File: src/rtl/gcm_pkg.sv
// Shared GCM/GHASH definitions: block geometry, field polynomial, FSM encoding and
// the partial-block masking helper.
package gcm_pkg;

  localparam int          GCM_BLK_W = 64;
  localparam int          GCM_CNT_W = 6;
  localparam logic [63:0] GF64_POLY = 64'h1B;

  typedef logic [1:0] ghash_state_t;

  localparam ghash_state_t ST_IDLE  = 2'd0;
  localparam ghash_state_t ST_READY = 2'd1;
  localparam ghash_state_t ST_MUL   = 2'd2;
  localparam ghash_state_t ST_TAG   = 2'd3;

  // Keeps the top vbits bits of a block; 0 or anything above 64 means a full block.
  function automatic logic [GCM_BLK_W-1:0] vbits_mask(input logic [6:0] vbits);
    logic [6:0] n;
    n = ((vbits == 7'd0) || (vbits > 7'd64)) ? 7'd64 : vbits;
    vbits_mask = ~({GCM_BLK_W{1'b1}} >> n);
  endfunction

endpackage

File: src/rtl/ghash64_if.sv
// Block-in / tag-out bus between the GCTR front end, the GHASH stage and tag logic.
interface ghash64_if;
  import gcm_pkg::*;

  logic                 start;
  logic [GCM_BLK_W-1:0] h_key;
  logic                 in_valid;
  logic                 in_ready;
  logic [GCM_BLK_W-1:0] in_data;
  logic [6:0]           in_vbits;
  logic                 in_last;
  logic                 out_valid;
  logic                 out_ready;
  logic [GCM_BLK_W-1:0] out_tag;
  logic                 busy;

  modport master (
    output start, h_key, in_valid, in_data, in_vbits, in_last, out_ready,
    input  in_ready, out_valid, out_tag, busy
  );

  modport slave (
    input  start, h_key, in_valid, in_data, in_vbits, in_last, out_ready,
    output in_ready, out_valid, out_tag, busy
  );

endinterface

File: src/rtl/gf64_mul_serial.sv
// Bit-serial GF(2^64) multiplier, Horner form MSB-first: one bit of A per cycle.
module gf64_mul_serial
  import gcm_pkg::*;
#(
  parameter int               BLK_W = GCM_BLK_W,
  parameter int               CNT_W = GCM_CNT_W,
  parameter logic [BLK_W-1:0] POLY  = GF64_POLY
) (
  input  logic             clk,
  input  logic             rst_n,
  input  logic             start_i,
  input  logic             abort_i,
  input  logic [BLK_W-1:0] a_i,
  input  logic [BLK_W-1:0] h_i,
  output logic             done_o,
  output logic [BLK_W-1:0] p_o
);

  logic [BLK_W-1:0] a_q, a_d;
  logic [BLK_W-1:0] z_q, z_d;
  logic [CNT_W-1:0] cnt_q, cnt_d;
  logic             run_q, run_d;

  // p_o is the next Z; on the done cycle it is the finished product.
  always_comb begin
    a_d    = a_q;
    z_d    = z_q;
    cnt_d  = cnt_q;
    run_d  = run_q;
    p_o    = {z_q[BLK_W-2:0], 1'b0} ^ (z_q[BLK_W-1] ? POLY : '0) ^ (a_q[cnt_q] ? h_i : '0);
    done_o = run_q && (cnt_q == '0);
    if (abort_i) begin
      run_d = 1'b0;
    end else if (start_i) begin
      a_d   = a_i;
      z_d   = '0;
      cnt_d = '1;
      run_d = 1'b1;
    end else if (run_q) begin
      z_d = p_o;
      if (cnt_q == '0) run_d = 1'b0;
      else             cnt_d = cnt_q - 1'b1;
    end
  end

  always_ff @(posedge clk or negedge rst_n) begin
    if (!rst_n) begin
      a_q   <= '0;
      z_q   <= '0;
      cnt_q <= '0;
      run_q <= 1'b0;
    end else begin
      a_q   <= a_d;
      z_q   <= z_d;
      cnt_q <= cnt_d;
      run_q <= run_d;
    end
  end

endmodule

File: src/rtl/ghash64.sv
// GHASH over 64-bit ciphertext blocks: Y = (Y ^ X) * H, tag presented after the last block.
module ghash64
  import gcm_pkg::*;
#(
  parameter int               BLK_W = GCM_BLK_W,
  parameter logic [BLK_W-1:0] POLY  = GF64_POLY,
  parameter int               CNT_W = GCM_CNT_W
) (
  input  logic     clk,
  input  logic     reset,
  ghash64_if.slave bus
);

  ghash_state_t     state_q, state_d;
  logic [BLK_W-1:0] y_q, y_d;
  logic [BLK_W-1:0] h_q, h_d;
  logic             last_q, last_d;
  logic             accept, abort;
  logic             mul_done;
  logic [BLK_W-1:0] mul_p;
  logic [BLK_W-1:0] mul_a;

  assign mul_a = y_q ^ (bus.in_data & vbits_mask(bus.in_vbits));

  // start overrides everything, including a block offered in the same cycle.
  always_comb begin
    state_d = state_q;
    y_d     = y_q;
    h_d     = h_q;
    last_d  = last_q;
    accept  = 1'b0;
    abort   = 1'b0;
    if (bus.start) begin
      state_d = ST_READY;
      y_d     = '0;
      h_d     = bus.h_key;
      abort   = 1'b1;
    end else begin
      case (state_q)
        ST_READY: if (bus.in_valid) begin
          accept  = 1'b1;
          last_d  = bus.in_last;
          state_d = ST_MUL;
        end
        ST_MUL: if (mul_done) begin
          y_d     = mul_p;
          state_d = last_q ? ST_TAG : ST_READY;
        end
        ST_TAG: if (bus.out_ready) state_d = ST_IDLE;
        default: ;
      endcase
    end
  end

  always_ff @(posedge clk or negedge reset) begin
    if (!reset) begin
      state_q <= ST_IDLE;
      y_q     <= '0;
      h_q     <= '0;
      last_q  <= 1'b0;
    end else begin
      state_q <= state_d;
      y_q     <= y_d;
      h_q     <= h_d;
      last_q  <= last_d;
    end
  end

  gf64_mul_serial #(
    .BLK_W (BLK_W),
    .CNT_W (CNT_W),
    .POLY  (POLY)
  ) u_mul (
    .clk     (clk),
    .rst_n   (reset),
    .start_i (accept),
    .abort_i (abort),
    .a_i     (mul_a),
    .h_i     (h_q),
    .done_o  (mul_done),
    .p_o     (mul_p)
  );

  assign bus.in_ready  = (state_q == ST_READY);
  assign bus.out_valid = (state_q == ST_TAG);
  assign bus.out_tag   = y_q;
  assign bus.busy      = (state_q != ST_IDLE);

endmodule
File: src/flat_wrapper.sv
// flat-port wrapper written by rule: the top's interface ports become plain ports
module ghash64_flat import gcm_pkg::*;
#(
  parameter int               BLK_W = GCM_BLK_W,
  parameter logic [BLK_W-1:0] POLY  = GF64_POLY,
  parameter int               CNT_W = GCM_CNT_W
)
  (clk, reset, bus_start, bus_h_key, bus_in_valid, bus_in_data, bus_in_vbits, bus_in_last, bus_out_ready, bus_in_ready, bus_out_valid, bus_out_tag, bus_busy);
  ghash64_if bus_i ();
  input  logic clk;
  input  logic reset;
  input wire logic [$bits(bus_i.start)-1:0] bus_start;
  input wire logic [$bits(bus_i.h_key)-1:0] bus_h_key;
  input wire logic [$bits(bus_i.in_valid)-1:0] bus_in_valid;
  input wire logic [$bits(bus_i.in_data)-1:0] bus_in_data;
  input wire logic [$bits(bus_i.in_vbits)-1:0] bus_in_vbits;
  input wire logic [$bits(bus_i.in_last)-1:0] bus_in_last;
  input wire logic [$bits(bus_i.out_ready)-1:0] bus_out_ready;
  output wire logic [$bits(bus_i.in_ready)-1:0] bus_in_ready;
  output wire logic [$bits(bus_i.out_valid)-1:0] bus_out_valid;
  output wire logic [$bits(bus_i.out_tag)-1:0] bus_out_tag;
  output wire logic [$bits(bus_i.busy)-1:0] bus_busy;
  assign bus_i.start = bus_start;
  assign bus_i.h_key = bus_h_key;
  assign bus_i.in_valid = bus_in_valid;
  assign bus_i.in_data = bus_in_data;
  assign bus_i.in_vbits = bus_in_vbits;
  assign bus_i.in_last = bus_in_last;
  assign bus_i.out_ready = bus_out_ready;
  assign bus_in_ready = bus_i.in_ready;
  assign bus_out_valid = bus_i.out_valid;
  assign bus_out_tag = bus_i.out_tag;
  assign bus_busy = bus_i.busy;
  ghash64 #(.BLK_W(BLK_W), .POLY(POLY), .CNT_W(CNT_W)) u_core (.clk(clk), .reset(reset), .bus(bus_i));
endmodule
File: config.mk
export PLATFORM = sky130hd
export DESIGN_NAME = ghash64_flat
export DESIGN_NICKNAME = d
export VERILOG_FILES = /design/src/rtl/gcm_pkg.sv /design/src/rtl/ghash64_if.sv /design/src/rtl/gf64_mul_serial.sv /design/src/rtl/ghash64.sv /design/src/flat_wrapper.sv
export SDC_FILE = /design/constraint.sdc
export NUM_CORES = 1
export LEC_CHECK = 0
export CAP_MARGIN = 30
export CORE_AREA = 2 2 177 179
export DETAILED_ROUTE_END_ITERATION = 10
export DIE_AREA = 0 0 179 181
export PLACE_DENSITY_LB_ADDON = 0.2
export SYNTH_ARGS = -nofsm -noshare
export SYNTH_HDL_FRONTEND = slang
export SYNTH_HIERARCHICAL = 1
export SYNTH_SLANG_ARGS = --single-unit
File: constraint.sdc
create_clock -name clk -period 2.65 [get_ports clk]
set_input_delay 0.53 -clock clk [delete_from_list [all_inputs] [get_ports clk]]
set_output_delay 0.53 -clock clk [all_outputs]
set_load 0.005 [all_outputs]
# After elaboration in Yosys (flattened, before gate mapping)
# Cells that the tools add are included.
[classes]
add_sub_neg = 1
n_lt_le_gt_ge = 2
n_eq_ne = 7
shifts = 1
n_mux = 27
bitwise = 7
n_reduce_logical = 15
[op_table]
columns = ["cell", "count"]
rows = [
  ["$mux 64", 6],
  ["$xor 64x64->64", 3],
  ["$and 64x64->64", 1],
  ["$not 64->64", 1],
  ["$shr 64x7->64 const A", 1],
  ["$mux 6", 3],
  ["$mux 2", 5],
  ["$mux 1", 9],
  ["$reduce_bool 2->1", 4],
  ["$gt 7x7->1 const B", 1],
  ["$logic_not 7->1", 1],
  ["$lt 6x7->1 const B", 1],
  ["$mux 7", 1],
  ["$bmux 1 s6", 1],
  ["$logic_not 6->1", 1],
  ["$ne 3x3->1 const B", 2],
  ["$pmux 2 s3", 1],
  ["$reduce_and 2->1", 3],
  ["$reduce_and 3->1", 2],
  ["$sub 6x1->6 const B", 1],
  ["$mux 5", 1],
  ["$eq 2x2->1 const B", 2],
  ["$reduce_and 4->1", 1],
  ["$reduce_bool 4->1", 1],
  ["other kinds (6)", 7],
]
[totals]
reg_bits = 266
inputBits = 141
output_inout_bits = 67

# Logic depth before layout (Yosys ltp)
[logic_depth]
depth_word = 7
mapped_depth = 13
ltp_nobuf = 8

# Cells and area by module
# The synthesis kept the hierarchy.
[modules_own_cells]
columns = ["mod", "n_inst", "cells_each", "area_per_inst_um2", "seq_area_each_um2"]
rows = [
  ["gf64_mul_serial", 1, 1017, 8386.8, 3378.2],
  ["ghash64", 1, 663, 6648.9, 3278.1],
]

# Least setup slack after synthesis
# No wires, ideal clock.
[synth_timing]
path_kind = "flip-flop to flip-flop"
start = "reg u_core.u_mul.cnt_q[1]"
end = "reg u_core.y_q[34], in the netlist u_core/bus.out_tag[34]"
setup_time_ns = 0.083
arrival_time_ns = 2.594
setup_slack_ns = -0.026
path_stages_with_launch = 13
n_path_buf = 4
period_less_slack_ns = 2.676
cell_sequence = "dfrtp_1 buf_4 buf_12 mux2i_1 mux4_2 and2_4 o41ai_2 buf_2 buf_2 nand3_1 xnor2_1 nand2b_1 o21ai_0"
[synth_via]
elab_chain_len = 7
elab_cells_between_ends = 11
classes_between = "6 x mux; 1 x bitwise; 4 x reduce/logical"
[synth_rtl]
columns = ["element", "line_no", "source"]
rows = [
  ["from (decl)", "gf64_mul_serial.sv:21", "logic [CNT_W-1:0] cnt_q, cnt_d;"],
  ["from (signal assigned)", "gf64_mul_serial.sv:55", "cnt_q <= cnt_d;"],
  ["$bmux 1 s6", "gf64_mul_serial.sv:30", "p_o = {z_q[BLK_W-2:0], 1'b0} ^ (z_q[BLK_W-1] ? POLY : '0) ^ (a_q[cnt_q] ? h_i : '0);"],
  ["$mux 1 (implied by the code)", "gf64_mul_serial.sv:30", ""],
  ["$mux 64", "gf64_mul_serial.sv:30", ""],
  ["$xor 64x64->64", "gf64_mul_serial.sv:30", ""],
  ["via u_core.mul_p[34]", "ghash64.sv:20", "logic [BLK_W-1:0] mul_p;"],
  ["$mux 64", "ghash64.sv:45", "ST_MUL: if (mul_done) begin"],
  ["$mux 64", "ghash64.sv:39", "case (state_q)"],
  ["$mux 64", "ghash64.sv:33", "if (bus.start) begin"],
  ["to (signal assigned)", "ghash64.sv:63", "y_q <= y_d;"],
  ["to (decl)", "ghash64.sv:15", "logic [BLK_W-1:0] y_q, y_d;"],
]
# The timed path passes the listed nets, and every way through them passes these cells. The select of a mux whose other input is x is not followed.
# A chain may end at the register's enable or synchronous reset.

# Worst setup path in the final report
[layout_timing]
start = "reg u_core.u_mul.cnt_q[1]"
end = "reg u_core.y_q[27], in the netlist u_core/bus.out_tag[27]"
# The elaborated chain is that of the path after synthesis.

==> key figures <==
Timing
  • Final setup viols: 70
  • Peak Freq: 353 MHz
  • Minimum clock period: around 2800 ps
  • Final Skew: ~23 ps
  • Worst slew pin tran: approximately 730 ps
  • RSZ-0062 raised after global routing: yes
  • Fin crit share: 107%
  • Final hold viol count: 0
  • Worst slew margin: between 50% and 60%
  • Final worst slack: -185 ps
  • Pins Over Slew Limit: 0

Route
  • Via/cell ratio: 5.93
  • Vias: 13700
  • First-pass DRT Iterations: 7
  • Met3 wire len: around 3500 microns
  • WL met2: about 22000 microns
  • Avg WL per Cell: 20.6 microns
  • Post-route ant nets: 0
  • Drt drc: 0
  • DR iter-0 viols: 1415
  • M1 wire length: 20400 microns
  • Top sig layer: met4
  • Final wirelength: 47700 microns

Global routing
  • Total GRT Usage: 28.1%
  • Grt total ovfl: 0
  • First-pass GRT wire length: ~72000 microns
  • Largest net degree at the start of global routing: 90
  • Initial antenna violation count: 0
  • Number of global-route vias before repair: 13000

Floorplanning
  • FP Rows: 64
  • Chip width: 179 microns
  • I/O Pins: between 200 and 250
  • Initial Util: slightly below 50%
  • Die area: 32400 sq um
  • Die height: 181 microns
  • Core area: 30300 sq um

Pwr
  • Pwr dens: 1110 nW/um^2
  • Leak: 8.77 nW
  • Max VDD drop: around 0.00087 V

Worst setup path
  • Stages on the worst setup path: 13
  • Critical path cell sequence: buf_6 > mux2i_1 > mux4_2 > and3b_2 > buf_6 > o41ai_4 > buf_6 > buf_12 > buf_8 > nand3_2 > xnor2_2 > nand2b_1 > o21ai_1
  • Critical path required time: approximately 3100 ps
  • Reg2reg path depth: 13
  • Crit path max fanout: 6
  • Max stage delay on crit path: between 400 and 500 ps
  • Critical path capture point type: register
  • Most used cell, CP: buf_6
  • Crit path max-delay family: buffers and inverters
  • CP max stage cell: mux4_2
  • Sum of buffers and inverters on the critical path: 5
  • Setup CP Type: reg -> reg
  • Critical path arrival: about 3300 ps
  • Worst setup SP type: register

Yosys
  • Syn_area_per_cell: 8.95 sq um
  • Synth area leader: dfrtp_1
  • Post-synth cell types: 53
  • Mapped cell area: 15000 sq um
  • Post-Synthesis Cells: around 1700
  • Sequential share of the synthesized area: 44.3%
  • Top cell type's share of synthesized area: 44.3%
  • Syn Nets: 1823
  • FF+latch count, synth: roughly 270
  • Synthesis warning total: 6
  • Largest cells by area after synthesis: dfrtp_1 (44%), xnor2_1 (7.5%), nand2_1 (7.1%)

Layout
  • Commonest non-fill, non-tap cell in the layout: nand2_1
  • P&R area growth vs syn: 33.6%
  • Nets: 2044
  • Layout cell share with drive strength beyond 1: 18.1%
  • Commonest non-fill, non-tap cells in the layout: nand2_1 (283), dfrtp_1 (266), clkdlybuf4s50_1 (205)
  • Post-route cell area: 20100 sq um
  • # diodes: 0

Flow run
  • Max Cap Viol: 0

CTS
  • Clk Latency, worst-skew pair: 570 ps
  • Max clock buf depth: 3
  • Clock transition at the registers of the reported paths: about 60 ps
  • Clk sink count: 266
  • CTS tree: yes
  • Num CTS Buffers: 30
  • H-Tree Depth: 1
  • Clock root cell: clkbuf_16

Worst hold path
  • Hold path depth: 2
  • Hold crit path type: reg -> reg

Run status
  • Failing checks: setup timing
  • Status: finished, violations left

Placed design
  • Dpl ws: -221 ps
  • I/O Buffers: slightly above 200
  • Placed Area: 18100 sq um
  • HPWL Detailed: 32000 microns
  • Placer Congestion: 0.959
==> cells in the mapped netlist (all sizes together) <==
| cell type | number |
|---|---|
| a32oi | 61 |
| xor2 | 5 |
| and3b | 1 |
| nand4b | 2 |
| o21bai | 2 |
| nor4b | 2 |
| a211oi | 1 |
| nor3 | 76 |
| xnor2 | 128 |
| inv | 74 |
| o41a | 1 |
| a221o | 1 |
| o221ai | 1 |
| a21oi | 17 |
| nand2 | 283 |
| a311oi | 1 |
| a2bb2oi | 1 |
| a32o | 3 |
| nor3b | 2 |
| mux2 | 67 |
| nand2b | 72 |
| clkbuf | 85 |
| nand3b | 5 |
| o21ai | 121 |
| dfrtp | 266 |
| or2 | 4 |
| ha | 2 |
| o211ai | 63 |
| and3 | 2 |
| nand3 | 186 |
| nor2 | 39 |
| o31a | 1 |
| o41ai | 1 |
| or4 | 4 |
| o311ai | 2 |
| o31ai | 7 |
| nor2b | 5 |
| a22oi | 2 |
| a31oi | 1 |
| mux2i | 19 |
| buf | 48 |
| mux4 | 9 |
| and2 | 7 |
==> state kept, by name, summed over array words and instances, names as in the netlist <==
register / count
u_core/u_mul/z_q: 64
u_core/u_mul/a_q: 64
u_core/u_mul/cnt_q: 6
u_core/bus.out_tag: 64
u_core/state_q: 2
u_core/h_q: 64
u_core/last_q: 1
u_core/u_mul/run_q: 1
==> worst min-delay path: stages (launching register included) <==
cell and delay (ps):
dfrtp_1 340, nand2_1 50, nand2_1 50
==> per-stage QoR <==
stage / TNS, ps / power [mW] / hold WS, ps / utilization (%) / cells
detailed placement: -7130 / 15.2 / 461 / 59.5 / 2242
global placement: -4400 / 15.0 / 452 / 59.5 / 2242
global route: -15650 / 23.3 / 485 / 66.2 / 2319
finish: -8320 / 22.2 / 470 / 66.2 / 2319
floorplan: 0 / 11.5 / 234 / - / 1680
CTS: -5080 / 19.7 / 476 / 63.1 / 2298
==> final cells by class <==
class                   instances  area (sq um)
inverters                      74           278
well taps                     396           495
flip-flops and latches        266          6660
fillers                      2421         10300
clock inverters                 9           115
multi-input cells            1207          8210
clock buffers                  45           897
repair buffers                322          3440
==> report_power, final <==
part | switching (mW) | total [mW] | internal (mW)
Clock | 1.71 | 4.23 | 2.52
Sequential | 1.82 | 7.23 | 5.41
Combinational | 4.95 | 10.7 | 5.79
Total | 8.48 | 22.2 | 13.7
==> cell families after synthesis <==
| group | synth area share (%) |
|---|---|
| and+or+nand+nor | 21.4 |
| AOI/OAI and AO/OA | 13.2 |
| xor gates and xnor gates | 7.75 |
| muxes | 7.63 |
| buffers and inverters | 5.65 |
| DFF | 44.3 |
| adders and majority gates | 0.166 |
==> routing by layer <==
| metal | track usage [%] | up-vias |
|---|---|---|
| met5 | 0 | - |
| met4 | 11.4 | 0 |
| met3 | 3.01 | 132 |
| met2 | 42.5 | 680 |
| met1 | 41.3 | 6656 |
| li1 | - | 6281 |
==> worst paths after layout <==
check / slack (ps) / start / end
setup reg to reg: -190 / u_core/u_mul/cnt_q[1]$_DFFE_PN0P_ / u_core/bus.out_tag[27]$_DFFE_PN0P_
max in group asynchronous: 1360 / reset / u_core/h_q[31]$_DFFE_PN0P_
setup / recovery: -190 / u_core/u_mul/cnt_q[1]$_DFFE_PN0P_ / u_core/bus.out_tag[27]$_DFFE_PN0P_
hold / removal: 470 / u_core/u_mul/a_q[18]$_DFFE_PN0P_ / u_core/u_mul/a_q[18]$_DFFE_PN0P_
min in group asynchronous: 540 / reset / u_core/u_mul/a_q[63]$_DFFE_PN0P_
hold reg to reg: 470 / u_core/u_mul/a_q[18]$_DFFE_PN0P_ / u_core/u_mul/a_q[18]$_DFFE_PN0P_
==> what timing repair did <==
action	in CTS	in global routing
pin swaps	0	57
buffers inserted	1	12
hold buffers	1	0
endpoints found under the setup margin	106	128
endpoints found under the hold margin	64	0
gates resized for setup	26	162
gates cloned	0	9
(Power assumes the default switching activity.)
==> RTL edit (same flow settings) <==
`a_q` no longer has a reset.
--- a/src/rtl/gf64_mul_serial.sv
+++ b/src/rtl/gf64_mul_serial.sv
@@ -47,3 +47,2 @@
     if (!rst_n) begin
-      a_q   <= '0;
       z_q   <= '0;
@@ -52,3 +51,2 @@
     end else begin
-      a_q   <= a_d;
       z_q   <= z_d;
@@ -59,2 +57,6 @@
 
+  always_ff @(posedge clk) begin
+    a_q <= a_d;
+  end
+
 endmodule
Check against the original RTL: same outputs for any inputs over 4 cycles, from zero or initial values and one cycle with reset low; that may be too few to reach the edited logic, so the function may still have changed.
==> RTL edit against the original RTL <==
  * The run still ends with setup timing left
  * Synthesized cell count is 12% lower
  * Combinational power is 19% lower
  * Worst setup slack better by 0.070 ns
  * Synthesized area is 3.0% lower
  * Final area is 3.3% lower
  * Highest routed layer unchanged
  * Power is 11% lower
  * Critical path type unchanged
  * Die area stayed put
  * Sequential share of layout area is 2.8 points higher
  * Fmax is 2.5% higher
  * Routed wire length is 2.4% lower
  * Sequential cell count stayed put
==> RTL edit: results (changes against the original RTL) <==
<table>
<tr><th>Metric</th><th>Value</th></tr>
<tr><th colspan="2">Status</th></tr>
<tr><td>Status</td><td>complete, but fails checks</td></tr>
<tr><td>Violations in the final reports</td><td>setup timing</td></tr>
<tr><th colspan="2">Final layout</th></tr>
<tr><td>Number of nets in the layout</td><td>1857 (-9.1%)</td></tr>
<tr><td>Fraction of final layout cells sized beyond drive strength 1</td><td>0.202 (+0.0212)</td></tr>
<tr><th colspan="2">Placement</th></tr>
<tr><td>Instance area after placement</td><td>17800 µm² (-1.5%)</td></tr>
<tr><td>Routability cong.</td><td>1.01 (+4.9%)</td></tr>
<tr><th colspan="2">Power</th></tr>
<tr><td>Maximum vdd drop</td><td>607 µV (-30%)</td></tr>
<tr><th colspan="2">Synthesis</th></tr>
<tr><td>Mapped Nets</td><td>1616 (-11%)</td></tr>
<tr><td>Async SR Flop Fraction</td><td>0.759 (-0.241)</td></tr>
<tr><td>Avg Cell Area, Syn</td><td>9.90 µm² (+11%)</td></tr>
<tr><td>Number of distinct library cell variants in the gate-level netlist after synthesis</td><td>55 (+3.8%)</td></tr>
<tr><td>Top post-synthesis cells by count</td><td>202 x sky130_fd_sc_hd__dfrtp_1, 185 x sky130_fd_sc_hd__nand3_1, 130 x sky130_fd_sc_hd__xnor2_1</td></tr>
<tr><th colspan="2">Clocking</th></tr>
<tr><td>Clk_lat worst skew</td><td>0.55 ns (-0.02 ns)</td></tr>
<tr><td>Inserted Clock Buffers</td><td>28 (-6.7%)</td></tr>
<tr><th colspan="2">Routing</th></tr>
<tr><td>Total wire length</td><td>46.6 mm (-2.4%)</td></tr>
<tr><td>Number of DRC markers after the initial detailed-route iteration</td><td>1254 (-11%)</td></tr>
<tr><th colspan="2">Critical path</th></tr>
<tr><td>Arrival @ worst endpoint</td><td>3.20 ns (-0.12 ns)</td></tr>
<tr><td>Max FO, Critical Path</td><td>5 (-1)</td></tr>
<tr><td>Largest incremental delay on the critical path</td><td>0.52 ns (+0.07 ns)</td></tr>
<tr><th colspan="2">STA</th></tr>
<tr><td>Worst max-slew margin expressed relative to the limit</td><td>0.470 (-0.0447)</td></tr>
<tr><td>Smallest setup slack after layout</td><td>-0.115 ns (+0.0696 ns)</td></tr>
<tr><td>Total setup violations reported at the end of the flow</td><td>50 (-29%)</td></tr>
<tr><th colspan="2">GRT</th></tr>
<tr><td>Total routing resource utilization after global routing</td><td>0.283 (+0.00154)</td></tr>
<tr><td>Number of antenna violations at the first check in global routing</td><td>1 (+1)</td></tr>
<tr><td>Pin count of the biggest net entering global routing</td><td>74 (-18%)</td></tr>
<tr><th colspan="2">Worst hold path</th></tr>
<tr><td>Worst min-delay path class</td><td>input pin to register</td></tr>
</table>
RTL edit: kinds of logic after synthesis:
kind of cell | Yosys count | synth area share
DFF | 266 | 0.478
and+or+nand+nor | 495 | 0.170
xor gates and xnor gates | 134 | 0.0805
adders and majority gates | 2 | 0.00172
AOI/OAI and AO/OA | 286 | 0.136
muxes | 95 | 0.0787
buffers and inverters | 195 | 0.0553
RTL edit: layout make-up:
class,instances,area (µm²)
clock buffers,34,786
flip-flops and latches,266,6980
multi-input cells,1013,7340
inverters,76,289
fillers,2418,10900
well taps,396,495
diodes,1,2.50
repair buffers,329,3410
clock inverters,18,123
RTL edit: final timing paths:
check                                           start                     end  slack [ns]  cells after the start
worst min-delay path                        bus_start       u_core/state_q[1]        0.43                      2
worst min register to register          u_core/h_q[1]           u_core/h_q[1]        0.51                      1
worst max-delay path            u_core/u_mul/cnt_q[1]   u_core/bus.out_tag[1]       -0.12                      9
max in group asynchronous                       reset    u_core/u_mul/z_q[50]        1.40                      3
worst max register to register  u_core/u_mul/cnt_q[1]   u_core/bus.out_tag[1]       -0.12                      9
min in group asynchronous                       reset  u_core/bus.out_tag[24]        0.53                      2
RTL edit: layer usage:
metal / vias up / GRT usage / wire, µm
met2: 598 / 0.433 / 21400
met4: 0 / 0.103 / 1770
met1: 6245 / 0.416 / 20000
li1: 5766 / - / -
met5: - / 0 / 0
met3: 95 / 0.0297 / 3290
RTL edit: repair_timing:
action,4_1_cts,5_1_grt
resized for setup,51,107
pin swaps,3,10
setup buffers,4,8
hold endpoints to repair,44,0
cloned,2,1
setup endpoints to repair,128,127
hold buffers,1,0
RTL edit: critical path: cells and delay by family (launching register included):
kind | cells | cell delay (ns)
compound gates | 2 | 0.58
flops | 1 | 0.43
simple gates | 4 | 0.90
buf+inv | 1 | 0.13
mux | 2 | 0.61
RTL edit: report_power, final:
| group | leakage (nW) | total, W | internal [W] | switching [W] |
|---|---|---|---|---|
| clock | 0.451 | 0.00388 | 0.00221 | 0.00167 |
| sequential | 3.14 | 0.00732 | 0.00547 | 0.00184 |
| combinational | 4.34 | 0.00863 | 0.00468 | 0.00395 |
| total | 7.93 | 0.0198 | 0.0124 | 0.00747 |
RTL edit: metrics by stage:
stage	TNS [ns]	worst slack (ns)	total power, W
2_1_floorplan	-0.00451	-0.00451	0.0110
4_1_cts	-1.75	-0.106	0.0189
6_report	-2.13	-0.115	0.0198
5_1_grt	-9.18	-0.228	0.0208
3_3_place_gp	-24.70	-0.283	0.0143
3_5_place_dp	-32.12	-0.359	0.0145
